--- src/rtl/stopwatch_core.sv ---
// stopwatch_core: BCD stopwatch / countdown timer; define STOPWATCH_LAP_EN to add the lap-freeze display
module stopwatch_core #(
  parameter int CLOCK_HZ   = 12_000_000,
  parameter int TICK_HZ    = 10,
  parameter int MIN_DIGITS = 1
) (
  input  logic                        clock,
  input  logic                        reset_n,
  input  logic                        start_stop,
  input  logic                        clear,
  input  logic                        lap,
  input  logic                        mode_down,
  input  logic [4*(3+MIN_DIGITS)-1:0] preset,
  output logic [4*(3+MIN_DIGITS)-1:0] disp_time,
  output logic                        running,
  output logic                        lap_active,
  output logic                        done
);
  localparam int N   = 3 + MIN_DIGITS;
  localparam int W   = 4 * N;
  localparam int DIV = CLOCK_HZ / TICK_HZ;
  localparam int PW  = $clog2(DIV);
  typedef enum logic [1:0] {IDLE, RUNNING, PAUSED, DONE} state_t;
  state_t         state, state_nxt;
  logic [W-1:0]   time_q, time_step;
  logic [PW-1:0]  presc;
  logic           mode, tick, carry;
  function automatic logic [3:0] dmax(input int i);
    return (i == 2) ? 4'd5 : 4'd9;
  endfunction
  assign tick = state == RUNNING && presc == PW'(DIV - 1);
  // one BCD step (up or down by latched mode), carry/borrow rippling from subsec upward
  always_comb begin
    time_step = time_q;
    carry = 1'b1;
    for (int i = 0; i < N; i++) begin
      if (carry) begin
        if (mode) begin
          time_step[4*i+:4] = (time_q[4*i+:4] == 4'd0) ? dmax(i) : time_q[4*i+:4] - 4'd1;
          carry = time_q[4*i+:4] == 4'd0;
        end else begin
          time_step[4*i+:4] = (time_q[4*i+:4] == dmax(i)) ? 4'd0 : time_q[4*i+:4] + 4'd1;
          carry = time_q[4*i+:4] == dmax(i);
        end
      end
    end
  end
  // next state; a countdown tick reaching zero beats a simultaneous pause, clear beats everything
  always_comb begin
    state_nxt = state;
    case (state)
      IDLE:    if (start_stop && !(mode && time_q == '0)) state_nxt = RUNNING;
      RUNNING: if (tick && mode && time_step == '0) state_nxt = DONE;
               else if (start_stop) state_nxt = PAUSED;
      PAUSED:  if (start_stop) state_nxt = RUNNING;
      DONE:    state_nxt = DONE;
    endcase
    if (clear) state_nxt = IDLE;
  end
  // state register
  always_ff @(posedge clock or negedge reset_n)
    if (!reset_n) state <= IDLE;
    else state <= state_nxt;
  // time, prescaler (frozen outside RUNNING), latched mode and registered status flags
  always_ff @(posedge clock or negedge reset_n) begin
    if (!reset_n) begin
      time_q  <= '0;
      presc   <= '0;
      mode    <= 1'b0;
      running <= 1'b0;
      done    <= 1'b0;
    end else begin
      if (clear) begin
        time_q <= mode_down ? preset : '0;
        presc  <= '0;
      end else if (state == RUNNING) begin
        presc <= tick ? '0 : presc + PW'(1);
        if (tick) time_q <= time_step;
      end
      if (clear || state == IDLE) mode <= mode_down;
      running <= state_nxt == RUNNING;
      done    <= state == RUNNING && state_nxt == DONE;
    end
  end
`ifdef STOPWATCH_LAP_EN
  logic [W-1:0] lap_time;
  logic         lap_on;
  // lap toggles the frozen display; entering the freeze captures the live time
  always_ff @(posedge clock or negedge reset_n) begin
    if (!reset_n) begin
      lap_on   <= 1'b0;
      lap_time <= '0;
    end else if (clear) begin
      lap_on <= 1'b0;
    end else if (lap && (state == RUNNING || state == PAUSED)) begin
      lap_on <= !lap_on;
      if (!lap_on) lap_time <= time_q;
    end
  end
  assign lap_active = lap_on;
  assign disp_time  = lap_on ? lap_time : time_q;
`else
  logic unused_lap;
  assign unused_lap = lap;
  assign lap_active = 1'b0;
  assign disp_time  = time_q;
`endif
endmodule
--- config.mk ---
export PLATFORM = sky130hd
export DESIGN_NAME = stopwatch_core
export DESIGN_NICKNAME = d
export VERILOG_FILES = /design/src/rtl/stopwatch_core.sv
export SDC_FILE = /design/constraint.sdc
export NUM_CORES = 1
export LEC_CHECK = 0
export CAP_MARGIN = 10
export CORE_MARGIN = 1
export CORE_UTILIZATION = 44
export CTS_BUF_LIST = sky130_fd_sc_hd__clkbuf_2
export CTS_CLUSTER_SIZE = 12
export DETAILED_ROUTE_END_ITERATION = 8
export PLACE_DENSITY = 0.7
export SYNTH_ARGS = -nofsm -noshare
export SYNTH_HDL_FRONTEND = slang
export SYNTH_SLANG_ARGS = --single-unit
--- constraint.sdc ---
create_clock -name clock -period 6.95 [get_ports clock]
set_clock_uncertainty 0.15 [all_clocks]
set_input_delay 2.085 -clock clock [delete_from_list [all_inputs] [get_ports clock]]
set_output_delay 2.085 -clock clock [all_outputs]
set_load 0.02 [all_outputs]
# Word level (Yosys, flattened, before mapping)
# Index checks and enable logic that the tools add are counted.
# W data, S select, Z words.
[word_totals] regBits=42 input_bits=22 out_inout_bits=19 wordCells=76
[classes] addsub=9 n_eq_ne=10 n_mux=33 reduce_logical=18
[ops] op="$mux W16" n=4
[ops] op="$mux W21" n=3
[ops] op="$mux W4" n=15
[ops] op="$logic_not A16 Y1" n=2
[ops] op="$add A21 B1 Y21 const B" n=1
[ops] op="$eq A21 B21 Y1 const B" n=1
[ops] op="$add A4 B1 Y4 const B" n=4
[ops] op="$logic_not A4 Y1" n=4
[ops] op="$sub A4 B1 Y4 const B" n=4
[ops] op="$eq A4 B4 Y1 const B" n=3
[ops] op="$mux W2" n=5
[ops] op="$pmux W2 S4" n=1
[ops] op="$eq A2 B2 Y1 const B" n=3
[ops] op="$logic_and A1 B1 Y1" n=6
[ops] op="$mux W1" n=5
[ops] op="$eq A2 B1 Y1 const B" n=2
[ops] op="$eq A4 B3 Y1 const B" n=1
[ops] op="$reduce_bool A2 Y1" n=2
[ops] op="$logic_not A2 Y1" n=1
[ops] op="$reduce_and A2 Y1" n=1
[ops] op="$logic_not A1 Y1" n=1
[ops] op="$logic_or A1 B1 Y1" n=1

# Depth between registers and ports, before layout
# Gate-level depths: netlist (run 1).
[depth] ltp_word=12 ltp_mapped=9 mapped_depth_nobuf=8

# Worst setup path after synthesis (run 1)
# OpenSTA, ideal clock, no wires.
[synth_timing] path_type="input to register" start="input clear" end="register presc[14]" setup_time_ns=0.132 t_arrival_ns=2.991 required_ns=6.668 slack_ns=3.677 path_stages=6 n_path_buf=1 cell_sequence="nor2_1 > clkbuf_1 > nor3_1 > nand3_1 > xor2_1 > nor2_1"
[synth_between] elab_chain_cells=1 word_cells_on_any_way=2 cone_classes="mux: 1; reduce/logical: 1"
[synth_lines] item="start, declared" line_no="10" text="input logic clear,"
[synth_lines] item="$mux W21 / $reduce_bool A2 Y1 (equally long branches)"
[synth_lines] item="end signal, assigned" line_no="77" text="presc <= tick ? '0 : presc + PW'(1);"
[synth_lines] item="end, declared" line_no="26" text="logic [PW-1:0] presc;"
# Parallel ways exist; a longest one is shown, timed or not.
# A chain may end at the register's enable or synchronous reset.

# Worst setup path in the final report (run 1)
[layout_timing] start="input clear" end="register presc[13]"
# The elaborated chain is that of the path after synthesis.

==> reports/metrics.yaml, run 1 <==
yosys:
  synthTopCellsByCount: "dfrtp_1 (42), nor2_1 (42), nand2_1 (36)"
  seq_area_frac_synth_pct: 34.85
  synth.top_cell.area_share_pct: 34.85
  synth_edf_count: 0
  synth_area_leaders: "dfrtp_1 (35%), nor2_1 (5.2%), nand2_1 (4.5%)"
  synth_cell_types: 65
  ys_seq_elements: 42
  postSynthCellCount: 369
  syn_area_sq_um: 3015
  synthFlopType: "dfrtp_1"
  yosys_warnings: 0
  syn_avg_cell_area_sq_um: 8.172
  synth_fp_nets: 392
  synth-async-reset-ratio_pct: 100.0
  yosys.area.top_type: "dfrtp_1"
routing:
  wl_per_cell_um: 15.84
  vias: 2805
  routed_wl_um: 7398
  detail-route-antenna-nets: 0
  dr.first_iter.drc_count: 208
  drc_errors: 1
  via_per_inst: 6.006
  drt-pass1-iter-count: 7
placement:
  io_buffers: 38
  place_area_sq_um: 3382
  dp_cells: 459
  gp_congestion: 0.8916
  pre_cts_slack_ps: 2148
  dp_hpwl_um: 5283
outcome:
  violations: "design-rule violations"
  status: "finished with violations"
layout:
  final_cell_area_sq_um: 3421
  drive_gt1_share_pct: 5.897
  fin_nets: 412
  fin_cells: 467
  diodes: 0
  nFillCells: 626
  multiInputGateArea_sq_um: 1810
  seq_area_sq_um: 1051
  area_growth_pct: 13.44
min_path:
  hold_path_class: "reg2reg"
  hold_depth: 1
  worstHoldStart: "presc[20]"
  min_to: "presc[20]"
setup_path:
  path_class: "in2reg"
  worst_setup_path_start_kind: "primary input"
  cp-end-kind: "register"
  required_ps: 7080
  r2r_cells: 7
  path_max_fanout: 24
  reg2reg_slack_ps: 3730
  cp.arrival_ps: 4500
  r2r_start: "mode"
  r2r-end: "state[0]"
floorplanning:
  pin_count: 41
  die_h_um: 84.79
  row_count: 29
  dieArea_sq_um: 7189
  start_util_pct: 46.43
  core_sq_um: 6495
  fp.dieW_um: 84.79
clock_network:
  cts_resized: 0
  ctsHoldBuffers: 0
  clk_pin_slew_ps: 210
  cts-htree-levels: 2
  cts_setup_buffers: 0
  cts_tree: "done"
  clock_latency_ps: 390
  cts_buffer_depth: 2
  clock-sinks: 42
  cts_made_buffers: 5
  clock-root-buffer: "clkbuf_2"
timing:
  hold_viol_final: 0
  fin_ws_ps: 2586
  setup_tns_ps: 0
  rsz0062_at_grt: "false"
  fmax_mhz: 229.1
  period_needed_ps: 4364
  slew_headroom_pct: 33.33
  post-route-period-util_pct: 62.79
  setup_viol: 0
  finalMaxSlewViolations: 0
  worstMarginPinSlew_ps: 1000
power:
  power_density_nw_per_um2: 157.8
  vdd_drop_max_uv: 104.6
  leakagePower_nw: 1.309
global_routing:
  grt_overflow: 0
  grt_use_total_pct: 21.91
  grt_max_degree: 43
  grt_pass1_vias: 2689
  antenna_found_initial: 0
  grt_pass1_wl_um: 12710
flow_run:
  cap_viol_max_count: 0
[layer usage]
| metal | vias up | share of wire, % | GRT usage (%) |
|---|---|---|---|
| met5 | - | 0 | 0 |
| met4 | 0 | 0.62 | 6.471 |
| met2 | 54 | 50 | 38.36 |
| li1 | 1383 | - | - |
| met1 | 1363 | 46 | 28.62 |
| met3 | 5 | 3.3 | 2.360 |
[worst max-delay path, stage by stage]
cell and delay, ps:
clkdlybuf4s50_1 1020, nor2_1 390, nor4b_1 630, nand3_1 160
xor2_1 160, nor2_1 50
[placed cells by master, fill, tap and decap left out, types with 3 or more instances in the layout]
| master | Yosys | final |
|---|---|---|
| nor2_1 | 42 | 42 |
| dfrtp_1 | 42 | 42 |
| clkdlybuf4s50_1 | 0 | 37 |
| nand2_1 | 36 | 36 |
| o21ai_0 | 23 | 23 |
| a21oi_1 | 21 | 21 |
| nand3_1 | 17 | 17 |
| xor2_1 | 13 | 13 |
| inv_1 | 11 | 11 |
| o21ai_1 | 9 | 9 |
| nor3_1 | 9 | 9 |
| xnor2_1 | 9 | 9 |
| nand4_1 | 7 | 7 |
| nor4_1 | 7 | 7 |
| nor2b_1 | 6 | 6 |
| clkbuf_2 | 0 | 6 |
| or3_1 | 5 | 5 |
| and3b_1 | 4 | 4 |
| o22ai_1 | 4 | 4 |
| nand2b_1 | 4 | 4 |
| o31ai_1 | 4 | 4 |
| o21a_1 | 3 | 3 |
| or2_2 | 3 | 3 |
| a41oi_1 | 3 | 3 |
| nor4b_1 | 3 | 3 |
| mux2i_1 | 3 | 3 |
| and2_1 | 3 | 3 |
| and3_1 | 3 | 3 |
| a22o_1 | 3 | 3 |
[worst max path at each step]
stage / startpoint / to / slack (ps) / cells past startpoint
2_1_floorplan: clear / presc[14] / 3680 / 6
3_3_place_gp: clear / presc[11] / 2150 / 6
3_5_place_dp: clear / presc[13] / 2150 / 6
4_1_cts: clear / presc[13] / 2580 / 6
5_1_grt: clear / presc[13] / 2400 / 6
6_report: clear / presc[13] / 2590 / 6
[area by class of cell]
cell class	instances	share of cell area, %
Clock buffer	6	0.8778
Clock inverter	2	0.2560
Inverter	11	1.207
Multi-Input combinational cell	290	52.93
Sequential cell	42	30.72
Tap cell	77	2.816
Timing Repair Buffer	39	11.19
[cell families after synthesis]
kind of cell / after synthesis / synth area share (%)
buf+inv: 37 / 5.103
other cells: 1 / 0.1244
compound gates: 99 / 23.20
simple gates: 164 / 28.92
xor+xnor: 22 / 6.390
mux: 3 / 0.9959
fa+ha+maj: 1 / 0.4149
flops: 42 / 34.85
[metrics by stage]
stage	utilization (%)	power, mW	hold WS (ps)
4_1_cts	52.67	0.5440	336.0
5_1_grt	52.67	0.5745	387.2
2_1_floorplan	-	0.3858	280.6
3_5_place_dp	52.07	0.4401	311.7
6_report	52.67	0.5400	340.9
3_3_place_gp	52.07	0.4373	319.9
[power by group]
| part | switching, mW | internal, mW |
|---|---|---|
| Clock | 0.0791 | 0.0248 |
| Combinational | 0.0798 | 0.0657 |
| Sequential | 0.0354 | 0.255 |
| Total | 0.194 | 0.346 |
[flip-flops by register name, indices dropped and copies added (netlist names)]
| name | cells |
|---|---|
| presc | 21 |
| done | 1 |
| disp_time | 16 |
| state | 2 |
| mode | 1 |
| running | 1 |
(Power assumes the default switching activity.)
==> run 2: changes to the inputs <==
--- a/config.mk
+++ b/config.mk
@@ -11,7 +11,7 @@
 export CTS_BUF_LIST = sky130_fd_sc_hd__clkbuf_2
 export CTS_CLUSTER_SIZE = 12
 export DETAILED_ROUTE_END_ITERATION = 8
-export PLACE_DENSITY = 0.7
+export PLACE_DENSITY = 0.73
 export SYNTH_ARGS = -nofsm -noshare
 export SYNTH_HDL_FRONTEND = slang
 export SYNTH_SLANG_ARGS = --single-unit
==> constraint.sdc (replaced) <==
create_clock -name clock -period 3.8 [get_ports clock]
set_clock_uncertainty 0.15 [all_clocks]
set_input_delay 1.14 -clock clock [delete_from_list [all_inputs] [get_ports clock]]
set_output_delay 1.14 -clock clock [all_outputs]
set_load 0.02 [all_outputs]
==> reports/metrics.yaml, run 2 (same netlist as run 1, synthesis figures left out) <==
outcome:
  status: "finished with violations"
  violations: "design-rule violations"
global_routing:
  antenna_found_initial: 0
  grt_pass1_wl_um: 12940
  grt_pass1_vias: 2804
  grt_use_total_pct: 22.43
  grt_overflow: 0
  grt_max_degree: 43
layout:
  final_cell_mix: "nor2_1 (42), dfrtp_1 (42), clkdlybuf4s50_1 (37)"
  top_register: "presc"
  largest_register_ffs: 21
  fin_nets: 415
  area_growth_pct: 15.06
  diodes: 0
  drive_gt1_share_pct: 6.870
  fin_cells: 470
floorplanning:
  start_util_pct: 46.43
  fp.dieW_um: 84.79
  dieArea_sq_um: 7189
  core_sq_um: 6495
  pin_count: 41
  row_count: 29
  die_h_um: 84.79
timing:
  finalMaxSlewViolations: 0
  period_needed_ps: 3148
  setup_tns_ps: 0
  setup_viol: 0
  fmax_mhz: 317.7
  hold_viol_final: 0
  post-route-period-util_pct: 82.84
  hold_slack_ps: 339.0
  fin_ws_ps: 652.1
  worstMarginPinSlew_ps: 955.6
  slew_headroom_pct: 36.30
  rsz0062_at_grt: "false"
routing:
  wl_per_cell_um: 15.95
  via_per_inst: 6.181
  routed_wl_um: 7497
  drc_errors: 1
  drt-pass1-iter-count: 9
  detail-route-antenna-nets: 0
  vias: 2905
  dr.first_iter.drc_count: 188
clock_network:
  cts_resized: 0
  cts-htree-levels: 2
  clock-sinks: 42
  cts_tree: "done"
  cts_setup_buffers: 0
  ctsHoldBuffers: 0
  cts_made_buffers: 5
  clock-root-buffer: "clkbuf_2"
  clk_pin_slew_ps: 250
  cts_buffer_depth: 2
  clock_latency_ps: 440
placement:
  io_buffers: 38
  pre_cts_slack_ps: 696.3
  dp_hpwl_um: 5231
  gp_congestion: 0.9070
  dp_cells: 462
power:
  clockPowerShare_pct: 25.2
  swShare_pct: 34.70
  p_comb_share_pct: 25.3
  vdd_drop_max_uv: 158.9
  leakagePower_nw: 1.336
  power.internal_uw: 698.9
  p_sw_uw: 371.4
  seq_power_share_pct: 49.5
  power_density_nw_per_um2: 308.5
setup_path:
  worst_setup_path_start_kind: "register"
  critical_path.top_delay_family: "flip-flops"
  cp.arrival_ps: 1860
  required_ps: 2510
  crit_buf_inv: 1
  cp_slowest_cell: "dfrtp_1"
  reg2reg_slack_ps: 740
  path_max_fanout: 18
  cp-end-kind: "output pin"
  slowest_delay_ps: 720
  path_class: "reg2out"
  path_cells: "clkdlybuf4s50_1"
min_path:
  hold_path_class: "reg2reg"
flow_run:
  cap_viol_max_count: 0
## run 2: per-layer routing
metal	up-vias	part of all wire (%)	GRT usage, %
met2	87	50	39.32
li1	1388	-	-
met1	1415	43	28.61
met3	15	4.9	3.343
met5	-	0	0
met4	0	1.4	6.780
## run 2: path summary, 6_finish.rpt
| check | from | to | depth (start not counted) |
|---|---|---|---|
| setup / recovery | disp_time[8] | disp_time[8] | 1 |
| hold / removal | presc[20] | presc[20] | 1 |
| setup reg to reg | mode | state[0] | 7 |
| hold reg to reg | presc[20] | presc[20] | 1 |
| max in group asynchronous | reset_n | disp_time[6] | 1 |
| min in group asynchronous | reset_n | presc[15] | 1 |
## run 2: final cells by class
cell class	count	area [sq um]
inverters	11	41.29
well taps	77	96.34
flip-flops and latches	42	1051
clock buffers	5	25.02
clock inverters	3	40.04
repair buffers	42	405.4
multi-input cells	290	1810
fillers	614	3025
## run 2: stage by stage
stage	total power [mW]	util [%]	area, sq um
finish	1.070	53.42	3470
global route	1.125	53.42	3470
CTS	1.076	53.42	3470
detailed placement	0.8072	52.42	3405
global placement	0.8025	52.42	3405
floorplan	0.7056	-	3015
## run 2: power by group through the flow
stage | Sequential [mW] | Combinational (mW) | Clock (mW)
finish | 0.530 | 0.271 | 0.269
global route | 0.537 | 0.299 | 0.289
detailed placement | 0.537 | 0.270 | 0
global placement | 0.535 | 0.267 | 0
CTS | 0.529 | 0.271 | 0.275
floorplan | 0.514 | 0.191 | 0
